--- config.mk ---
export PLATFORM = sky130hd
export DESIGN_NAME = mult_div_unit_flat
export DESIGN_NICKNAME = d
export VERILOG_FILES = /design/src/rtl/mdu_pkg.sv /design/src/rtl/mult_div_unit_if.sv /design/src/rtl/mdu_neg.sv /design/src/rtl/mult_div_unit.sv /design/src/flat_wrapper.sv
export SDC_FILE = /design/constraint.sdc
export NUM_CORES = 1
export LEC_CHECK = 0
export ABC_AREA = 1
export CAP_MARGIN = 20
export CORE_UTILIZATION = 35
export CTS_CLUSTER_SIZE = 16
export DETAILED_ROUTE_END_ITERATION = 6
export GPL_ROUTABILITY_DRIVEN = 0
export SYNTH_ARGS = -nofsm -noshare
export SYNTH_HDL_FRONTEND = slang
export SYNTH_SLANG_ARGS = --single-unit
--- constraint.sdc ---
create_clock -name clk -period 3.7 [get_ports clk]
set_input_delay 0.555 -clock clk [delete_from_list [all_inputs] [get_ports clk]]
set_output_delay 0.555 -clock clk [all_outputs]
set_load 0.005 [all_outputs]
--- src/rtl/mdu_pkg.sv ---
// Shared definitions for the iterative multiply/divide unit: op encodings,
// FSM states, datapath width and the fixed accept-to-done latency.
package mdu_pkg;

  localparam int MDU_WIDTH = 32;
  localparam int MDU_LAT   = 34;

  typedef enum logic [1:0] {
    OP_MULTU = 2'b00,
    OP_MULT  = 2'b01,
    OP_DIVU  = 2'b10,
    OP_DIV   = 2'b11
  } mdu_op_e;

  typedef enum logic [1:0] {
    IDLE,
    CALC,
    FIX,
    DONE
  } mdu_state_e;

  function automatic logic op_is_div(input logic [1:0] op);
    return op[1];
  endfunction

  function automatic logic op_is_signed(input logic [1:0] op);
    return op[0];
  endfunction

endpackage

--- src/rtl/mult_div_unit_if.sv ---
// Request/result bundle between the ALU issue logic and the multiply/divide
// unit; the master issues operations, the slave returns hi/lo results.
interface mult_div_unit_if #(
  parameter int WIDTH = mdu_pkg::MDU_WIDTH
);

  logic             start;
  logic [1:0]       op;
  logic [WIDTH-1:0] a;
  logic [WIDTH-1:0] b;
  logic             busy;
  logic             done;
  logic [WIDTH-1:0] hi_out;
  logic [WIDTH-1:0] lo_out;
  logic             hi_en;
  logic             lo_en;

  modport master (
    output start, op, a, b,
    input  busy, done, hi_out, lo_out, hi_en, lo_en
  );

  modport slave (
    input  start, op, a, b,
    output busy, done, hi_out, lo_out, hi_en, lo_en
  );

endinterface

--- src/rtl/mdu_neg.sv ---
// Conditional two's-complement: passes din through, or negates it when neg=1.
module mdu_neg #(
  parameter int W = 32
) (
  input  logic [W-1:0] din,
  input  logic         neg,
  output logic [W-1:0] dout
);

  assign dout = neg ? (~din + W'(1)) : din;

endmodule

--- src/rtl/mult_div_unit.sv ---
// Iterative 32-cycle shift-add multiplier / restoring divider working on
// operand magnitudes, with a one-cycle sign fix-up and registered hi/lo results.
module mult_div_unit
  import mdu_pkg::*;
#(
  parameter int WIDTH = MDU_WIDTH
) (
  input  logic           clk,
  input  logic           rst,
  mult_div_unit_if.slave bus
);

  localparam int            CW       = $clog2(WIDTH);
  localparam logic [CW-1:0] CNT_LOAD = CW'(WIDTH - 1);

  mdu_state_e         state_q, state_d;
  logic [CW-1:0]      cnt_q, cnt_d;
  logic [1:0]         op_q, op_d;
  logic               neg_res_q, neg_res_d;
  logic               neg_rem_q, neg_rem_d;
  logic [WIDTH-1:0]   opb_q, opb_d;
  logic [2*WIDTH-1:0] acc_q, acc_d;
  logic [WIDTH-1:0]   hi_q, hi_d;
  logic [WIDTH-1:0]   lo_q, lo_d;
  logic               busy_q, busy_d;
  logic               done_q, done_d;

  logic               sgn_op;
  logic               sgn_diff;
  logic [WIDTH-1:0]   a_mag, b_mag;
  logic [2*WIDTH-1:0] prod_fix;
  logic [WIDTH-1:0]   quo_fix, rem_fix;

  logic [WIDTH:0]     mul_sum;
  logic [2*WIDTH-1:0] mul_next;
  logic [WIDTH:0]     div_shift;
  logic               div_ge;
  logic [WIDTH-1:0]   div_sub;
  logic [2*WIDTH-1:0] div_next;

  assign sgn_op   = op_is_signed(bus.op);
  assign sgn_diff = bus.a[WIDTH-1] ^ bus.b[WIDTH-1];

  mdu_neg #(.W(WIDTH)) u_neg_a (.din(bus.a), .neg(sgn_op & bus.a[WIDTH-1]), .dout(a_mag));
  mdu_neg #(.W(WIDTH)) u_neg_b (.din(bus.b), .neg(sgn_op & bus.b[WIDTH-1]), .dout(b_mag));

  mdu_neg #(.W(2*WIDTH)) u_neg_prod (.din(acc_q), .neg(neg_res_q), .dout(prod_fix));
  mdu_neg #(.W(WIDTH)) u_neg_quo (.din(acc_q[WIDTH-1:0]), .neg(neg_res_q), .dout(quo_fix));
  mdu_neg #(.W(WIDTH)) u_neg_rem (.din(acc_q[2*WIDTH-1:WIDTH]), .neg(neg_rem_q), .dout(rem_fix));

  // acc holds {partial product | remainder, multiplier | dividend/quotient};
  // the remainder step compares a WIDTH+1 bit shifted partial remainder.
  always_comb begin
    mul_sum   = {1'b0, acc_q[2*WIDTH-1:WIDTH]} + (acc_q[0] ? {1'b0, opb_q} : '0);
    mul_next  = {mul_sum, acc_q[WIDTH-1:1]};
    div_shift = {acc_q[2*WIDTH-1:WIDTH], acc_q[WIDTH-1]};
    div_ge    = div_shift >= {1'b0, opb_q};
    div_sub   = div_shift[WIDTH-1:0] - opb_q;
    div_next  = {div_ge ? div_sub : div_shift[WIDTH-1:0], acc_q[WIDTH-2:0], div_ge};
  end

  always_comb begin
    state_d   = state_q;
    cnt_d     = cnt_q;
    op_d      = op_q;
    neg_res_d = neg_res_q;
    neg_rem_d = neg_rem_q;
    opb_d     = opb_q;
    acc_d     = acc_q;
    hi_d      = hi_q;
    lo_d      = lo_q;
    busy_d    = busy_q;
    done_d    = 1'b0;
    case (state_q)
      IDLE: begin
        if (bus.start) begin
          state_d   = CALC;
          cnt_d     = CNT_LOAD;
          op_d      = bus.op;
          opb_d     = b_mag;
          acc_d     = {{WIDTH{1'b0}}, a_mag};
          // A zero divisor keeps the all-ones quotient unsigned.
          neg_res_d = sgn_op & sgn_diff & (!op_is_div(bus.op) | (bus.b != '0));
          neg_rem_d = sgn_op & bus.a[WIDTH-1];
          busy_d    = 1'b1;
        end
      end
      CALC: begin
        acc_d = op_is_div(op_q) ? div_next : mul_next;
        if (cnt_q == '0) begin
          state_d = FIX;
        end else begin
          cnt_d = cnt_q - CW'(1);
        end
      end
      FIX: begin
        state_d = DONE;
        done_d  = 1'b1;
        if (op_is_div(op_q)) begin
          hi_d = rem_fix;
          lo_d = quo_fix;
        end else begin
          {hi_d, lo_d} = prod_fix;
        end
      end
      DONE: begin
        state_d = IDLE;
        busy_d  = 1'b0;
      end
      default: begin
        state_d = IDLE;
        busy_d  = 1'b0;
      end
    endcase
  end

  always_ff @(posedge clk or negedge rst) begin
    if (!rst) begin
      state_q   <= IDLE;
      cnt_q     <= '0;
      op_q      <= '0;
      neg_res_q <= 1'b0;
      neg_rem_q <= 1'b0;
      opb_q     <= '0;
      acc_q     <= '0;
      hi_q      <= '0;
      lo_q      <= '0;
      busy_q    <= 1'b0;
      done_q    <= 1'b0;
    end else begin
      state_q   <= state_d;
      cnt_q     <= cnt_d;
      op_q      <= op_d;
      neg_res_q <= neg_res_d;
      neg_rem_q <= neg_rem_d;
      opb_q     <= opb_d;
      acc_q     <= acc_d;
      hi_q      <= hi_d;
      lo_q      <= lo_d;
      busy_q    <= busy_d;
      done_q    <= done_d;
    end
  end

  assign bus.busy   = busy_q;
  assign bus.done   = done_q;
  assign bus.hi_en  = done_q;
  assign bus.lo_en  = done_q;
  assign bus.hi_out = hi_q;
  assign bus.lo_out = lo_q;

endmodule

--- src/flat_wrapper.sv ---
// flat-port wrapper written by rule: the top's interface ports become plain ports
module mult_div_unit_flat import mdu_pkg::*;
#(
  parameter int WIDTH = MDU_WIDTH
)
  (clk, rst, bus_start, bus_op, bus_a, bus_b, bus_busy, bus_done, bus_hi_out, bus_lo_out, bus_hi_en, bus_lo_en);
  mult_div_unit_if #(.WIDTH(WIDTH)) bus_i ();
  input  logic clk;
  input  logic rst;
  input wire logic [$bits(bus_i.start)-1:0] bus_start;
  input wire logic [$bits(bus_i.op)-1:0] bus_op;
  input wire logic [$bits(bus_i.a)-1:0] bus_a;
  input wire logic [$bits(bus_i.b)-1:0] bus_b;
  output wire logic [$bits(bus_i.busy)-1:0] bus_busy;
  output wire logic [$bits(bus_i.done)-1:0] bus_done;
  output wire logic [$bits(bus_i.hi_out)-1:0] bus_hi_out;
  output wire logic [$bits(bus_i.lo_out)-1:0] bus_lo_out;
  output wire logic [$bits(bus_i.hi_en)-1:0] bus_hi_en;
  output wire logic [$bits(bus_i.lo_en)-1:0] bus_lo_en;
  assign bus_i.start = bus_start;
  assign bus_i.op = bus_op;
  assign bus_i.a = bus_a;
  assign bus_i.b = bus_b;
  assign bus_busy = bus_i.busy;
  assign bus_done = bus_i.done;
  assign bus_hi_out = bus_i.hi_out;
  assign bus_lo_out = bus_i.lo_out;
  assign bus_hi_en = bus_i.hi_en;
  assign bus_lo_en = bus_i.lo_en;
  mult_div_unit #(.WIDTH(WIDTH)) u_core (.clk(clk), .rst(rst), .bus(bus_i));
endmodule
# == Yosys cells after proc, flatten, opt, wreduce, memory -nomap -nowiden ==
# Cells that the tools add are included.
# totals
in_bits,69
output_inout_bits,68
register_bits,173
elab_cells,69
# classes
n_eq_ne,6
order_cmp,1
add_sub_neg,8
bitwise,11
reduce_logical,11
mux,21
# ops
operator,count
32-bit 2-to-1 mux,8
64-bit 2-to-1 mux,3
"32-bit by 1-bit adder with 32-bit output, second input constant",4
32-bit inverter,4
64-bit case mux with 2 select lines,1
"64-bit by 1-bit adder with 64-bit output, second input constant",1
64-bit inverter,1
32-bit by 33-bit adder with 33-bit output,1
33-bit by 32-bit >= comparator with 1-bit output,1
32-bit nonzero test,1
32-bit subtractor,1
5-bit 2-to-1 mux,2
5-bit case mux with 2 select lines,1
2-bit case mux with 4 select lines,1
2-bit AND reduction,4
5-bit logical NOT,1
"5-bit by 1-bit subtractor with 5-bit output, second input constant",1
1-bit bitwise AND,4
"2-bit == test, second input constant",2
2-bit 2-to-1 mux,2
"2-bit inequality test, second input constant",2
2-bit nonzero test,2
3-bit AND reduction,1
"2-bit by 1-bit == test with 1-bit output, second input constant",1
7 further kinds,8

# == Depth between registers and ports, before layout ==
# depth
depth_word,5
mapped_depth,21
depth_no_buf,19

# == By module ==
# Synthesis repeated with hierarchy kept, for this count alone.
# hier_totals
cells_unflattened,3494
area_unflattened_um2,20113.0
# modules_own_cells
mod,n_inst,area_each_um2,cells_each,seq_area_each_um2
mult_div_unit,1,13316.5,2100,4304.1
mdu_neg at u_core.u_neg_a ...,4,1108.6,227,0.0
mdu_neg at u_core.u_neg_prod,1,2362.3,486,0.0

# == Worst setup path after synthesis ==
# OpenSTA, ideal clock, no wires.
# synth_timing
path_type,reg2reg
startpoint,register u_core.acc_q[0]
endpoint,register u_core.acc_q[63]
required_time_ps,3634
stages_incl_launch_ff,19
synth_period_minus_slack_ps,2504
slack_ps,1196
arrival_time_ps,2438
n_path_buf,2
path_cell_list,dfrtp_1 buf_2 clkbuf_1 nand2_1 inv_1 ha_1 inv_1 fa_1 o21ai_2 inv_1 o21bai_1 nand2_1 nand3_1 nand2_1 nand2_1 nand2_1 inv_1 nand2_1 nand2_1
# synth_between
elab_chain_cells,4
# synth_lines
element,line_no,source
"start, declared",mult_div_unit.sv:22,"logic [2*WIDTH-1:0] acc_q, acc_d;"
"start signal, assigned",mult_div_unit.sv:125,acc_q <= '0;
"start signal, assigned",mult_div_unit.sv:137,acc_q <= acc_d;
32-bit 2-to-1 mux,mult_div_unit.sv:54,"mul_sum = {1'b0, acc_q[2*WIDTH-1:WIDTH]} + (acc_q[0] ? {1'b0, opb_q} : '0);"
32-bit by 33-bit adder with 33-bit output,mult_div_unit.sv:54,
64-bit 2-to-1 mux,mult_div_unit.sv:89,acc_d = op_is_div(op_q) ? div_next : mul_next;
64-bit case mux with 2 select lines,mult_div_unit.sv:74,case (state_q)
# Every way passes these cells.
# A chain may end at the register's enable or synchronous reset.

# == Worst setup path after layout ==
# layout_timing
startpoint,register u_core.acc_q[59]
endpoint,register u_core.acc_q[40]
# layout_between
elab_chain_cells,4
# layout_lines
element,line_no,source
33-bit by 32-bit >= comparator with 1-bit output,mult_div_unit.sv:57,"div_ge = div_shift >= {1'b0, opb_q};"
32-bit 2-to-1 mux,mult_div_unit.sv:59,"div_next = {div_ge ? div_sub : div_shift[WIDTH-1:0], acc_q[WIDTH-2:0], div_ge};"
64-bit 2-to-1 mux,mult_div_unit.sv:89,
64-bit case mux with 2 select lines,mult_div_unit.sv:74,
# Every way passes these cells.

==> flow_metrics.tcl <==
set metrics [dict create \
    startpoint_type "flip-flop" \
    crit_end "u_core.acc_q[40]" \
    synth_top_area_share_pct 25.1 \
    ys_top_cells_by_area "dfrtp_1 (25%), nand2_1 (20%), inv_1 (9.0%)" \
    final_util_pct 41.3 \
    crit_type "reg2reg" \
    drt_iter0_drc 2209 \
    worstPathArrival_ps 3400 \
    drc 0 \
    synth_nets 3066 \
    ant_nets 0 \
    drive_above_1_share_pct 3.99 \
    grt.overflow.total 0 \
    ys_warn_count 0 \
    dr.pass1.iters 6 \
    max_freq_mhz 329 \
    final.setup.tns_ps 0 \
    grt_util_all_layers_pct 26.4 \
    clock_skew_ps 11.2 \
    ir_worst_vdd_mv 0.416 \
    diodes 0 \
    path_clk_slew_ps 80 \
    crit_start "u_core.acc_q[59]" \
    cts.htree.levels 4 \
    cpMostUsedCell "nand2_1" \
    rows 80 \
    placed_cell_area_um2 19200 \
    netlist_area_um2 17100 \
    timing.rr.start "u_core.acc_q[59]" \
    vias 19700 \
    core_area_um2 48000 \
    avgSynthCellArea_um2 5.87 \
    max_stage_delay_ps 470 \
    synth_common_cells "nand2_1 (919), inv_1 (409), nor2_1 (333), nand3_1 (278), o21ai_0 (185)" \
    ios 137 \
    cts_setup_buffers 0 \
    die_width_um 223 \
    synthFlopType "dfrtp_1" \
    synth-seq-area-share_pct 25.1 \
    dieArea_um2 49900 \
    wl_per_cell_um 18.0 \
    worst_setup_path_end_kind "flip-flop" \
    netlist-cell-type-count 48 \
    clk_latency_ps 480 \
    slew_headroom_pct 41.0 \
    path_depth 11 \
    port_buffers 136 \
    fin_crit_ps 3040 \
    worst-r2r-cell-count 11 \
    area_growth_pct 15.7 \
    drt-total-wl_um 65700 \
    post-dp-hpwl_um 52700 \
    grt_pass1_wl_um 102000 \
    synthMostInstantiatedCell "nand2_1" \
    hold_viol 0 \
    cts.path.max_buffers 2 \
    ys_seq_elements 172 \
    register_area_um2 4310 \
    grt_max_degree 80 \
    r2r_slack_ps 660 \
    antenna_found_initial 0 \
    synth_top_area_cell "dfrtp_1" \
    worstPathMaxFanout 28 \
    outcome "completed" \
    power_density_nw_per_um2 979 \
    crit_chain "ha_1 -> a21oi_2 -> nand2_1 -> a21oi_1 -> nand2_1 -> nor2_4 -> nand2_4 -> nor2_2 -> nand2_1 -> nand3_1 -> o21ai_1" \
    p_leak_nw 10.2 \
    hold_buffers 0 \
    hp-class "in2async" \
    period_share_pct 82.1 \
    vias_per_cell 5.39 \
    critPathTopFamily "simple AND/OR/NAND/NOR gates" \
    finalMaxSlewViolations 0 \
    start_util_pct 35.7 \
    fillCellCount 5220 \
    crit_buf_inv 0 \
    crit_path_top_delay_cell "ha_1" \
    critical_path_required_ps 4060 \
    finalSetupViolations 0 \
    holdWs_ps 42.5 \
    async_flop_share_pct 100 \
    worstMarginPinSlew_ps 883 \
    worst_r2r_endpoint "u_core.acc_q[40]" \
    cts_tree "built" \
    postSynthCellCount 2921 \
    grt_pass1_vias 18200 \
    clock-sinks 172 \
    finalNetCount 3168 \
    total_power_mw 19.4 \
    multi_input_area_um2 10900 \
    cap_violations 0 \
    fp.dieH_um 223 \
    finalInstanceArea_um2 19800 \
    rsz0062_at_grt "false" \
    synth_edf_count 0 \
    cts.repair.resized 0 \
    root_buffer "clkbuf_16" \
    cts_made_buffers 17 \
]
placed cells by master (no fill, tap or decap), drive strengths merged, types with 8 or more instances in the layout:
| cell | count |
|---|---|
| o21bai | 13 |
| clkbuf | 17 |
| nor2 | 343 |
| clkdlybuf4s50 | 135 |
| nand2 | 925 |
| buf | 40 |
| inv | 430 |
| a22oi | 8 |
| o211ai | 8 |
| nand3b | 17 |
| nand3 | 281 |
| xnor2 | 8 |
| dfrtp | 172 |
| nand4 | 53 |
| ha | 74 |
| a31oi | 34 |
| o21ai | 199 |
| nor3 | 29 |
| a21oi | 138 |
| xor2 | 65 |
worst min-delay path by stage:
| stage | start | to | slack, ps |
|---|---|---|---|
| after floorplan | rst | u_core.acc_q[0] | 260 |
| after global placement | u_core.bus.hi_out[23] | u_core.bus.hi_out[23] | 470 |
| after detailed placement | u_core.bus.hi_out[22] | u_core.bus.hi_out[22] | 470 |
| after CTS | rst | u_core.bus.done | 60 |
| after global routing | rst | u_core.bus.done | 80 |
| final | rst | u_core.bus.done | 40 |
worst register-to-register path, stage by stage (launching register included):
cell and delay (ps):
dfrtp_1 440, ha_1 470, a21oi_2 250, nand2_1 80, a21oi_1 230, nand2_1 140, nor2_4 290, nand2_4 270
nor2_2 480, nand2_1 100, nand3_1 100, o21ai_1 60
area by class of cell:
cell class | count | share of cell area [%]
Timing Repair Buffer | 175 | 8.41
Multi-Input combinational cell | 2233 | 54.7
Clock buffer | 17 | 2.14
Inverter | 424 | 8.02
Sequential cell | 172 | 21.7
Clock inverter | 15 | 1.11
Tap cell | 615 | 3.88
power by group:
part	switching [mW]	leakage (nW)	internal [mW]
clock network	0.957	0.316	1.10
registers	1.12	2.06	2.80
logic	8.93	7.80	4.50
total	11.0	10.2	8.41
state kept, by name (all words and copies together) (netlist names):
| register | cells |
|---|---|
| u_core.opb_q | 32 |
| u_core.bus.hi_out | 32 |
| u_core.op_q | 1 |
| u_core.acc_q | 64 |
| u_core.neg_res_q | 1 |
| u_core.state_q | 2 |
| u_core.neg_rem_q | 1 |
| u_core.bus.busy | 1 |
| u_core.bus.done | 1 |
| u_core.cnt_q | 5 |
| u_core.bus.lo_out | 32 |
cells by family after synthesis:
kind of cell,count (synthesis),synth area share [%]
AO/OA/AOI/OAI,417,13.2
XOR/XNOR,73,3.73
adder cells (fa/ha/maj),76,5.63
buffers and inverters,516,11.6
flip-flops,172,25.1
AND/OR/NAND/NOR,1667,40.7
per-layer routing:
| layer | vias up | share of wire (%) | track usage, % | wire length [um] |
|---|---|---|---|---|
| li1 | 9535 | - | - | - |
| met1 | 8980 | 45 | 37.9 | 29600 |
| met2 | 1016 | 42 | 39.6 | 27800 |
| met3 | 142 | 9.4 | 4.40 | 6190 |
| met4 | 0 | 3.3 | 9.54 | 2190 |
| met5 | - | 0 | 0 | 0 |
per-stage QoR:
| step | std cells | setup WS, ps |
|---|---|---|
| after floorplan | 2921 | 1200 |
| final | 3651 | 661 |
| after detailed placement | 3619 | 723 |
| after global routing | 3651 | 424 |
| after global placement | 3619 | 769 |
| after CTS | 3651 | 712 |
(Power assumes the default switching activity.)
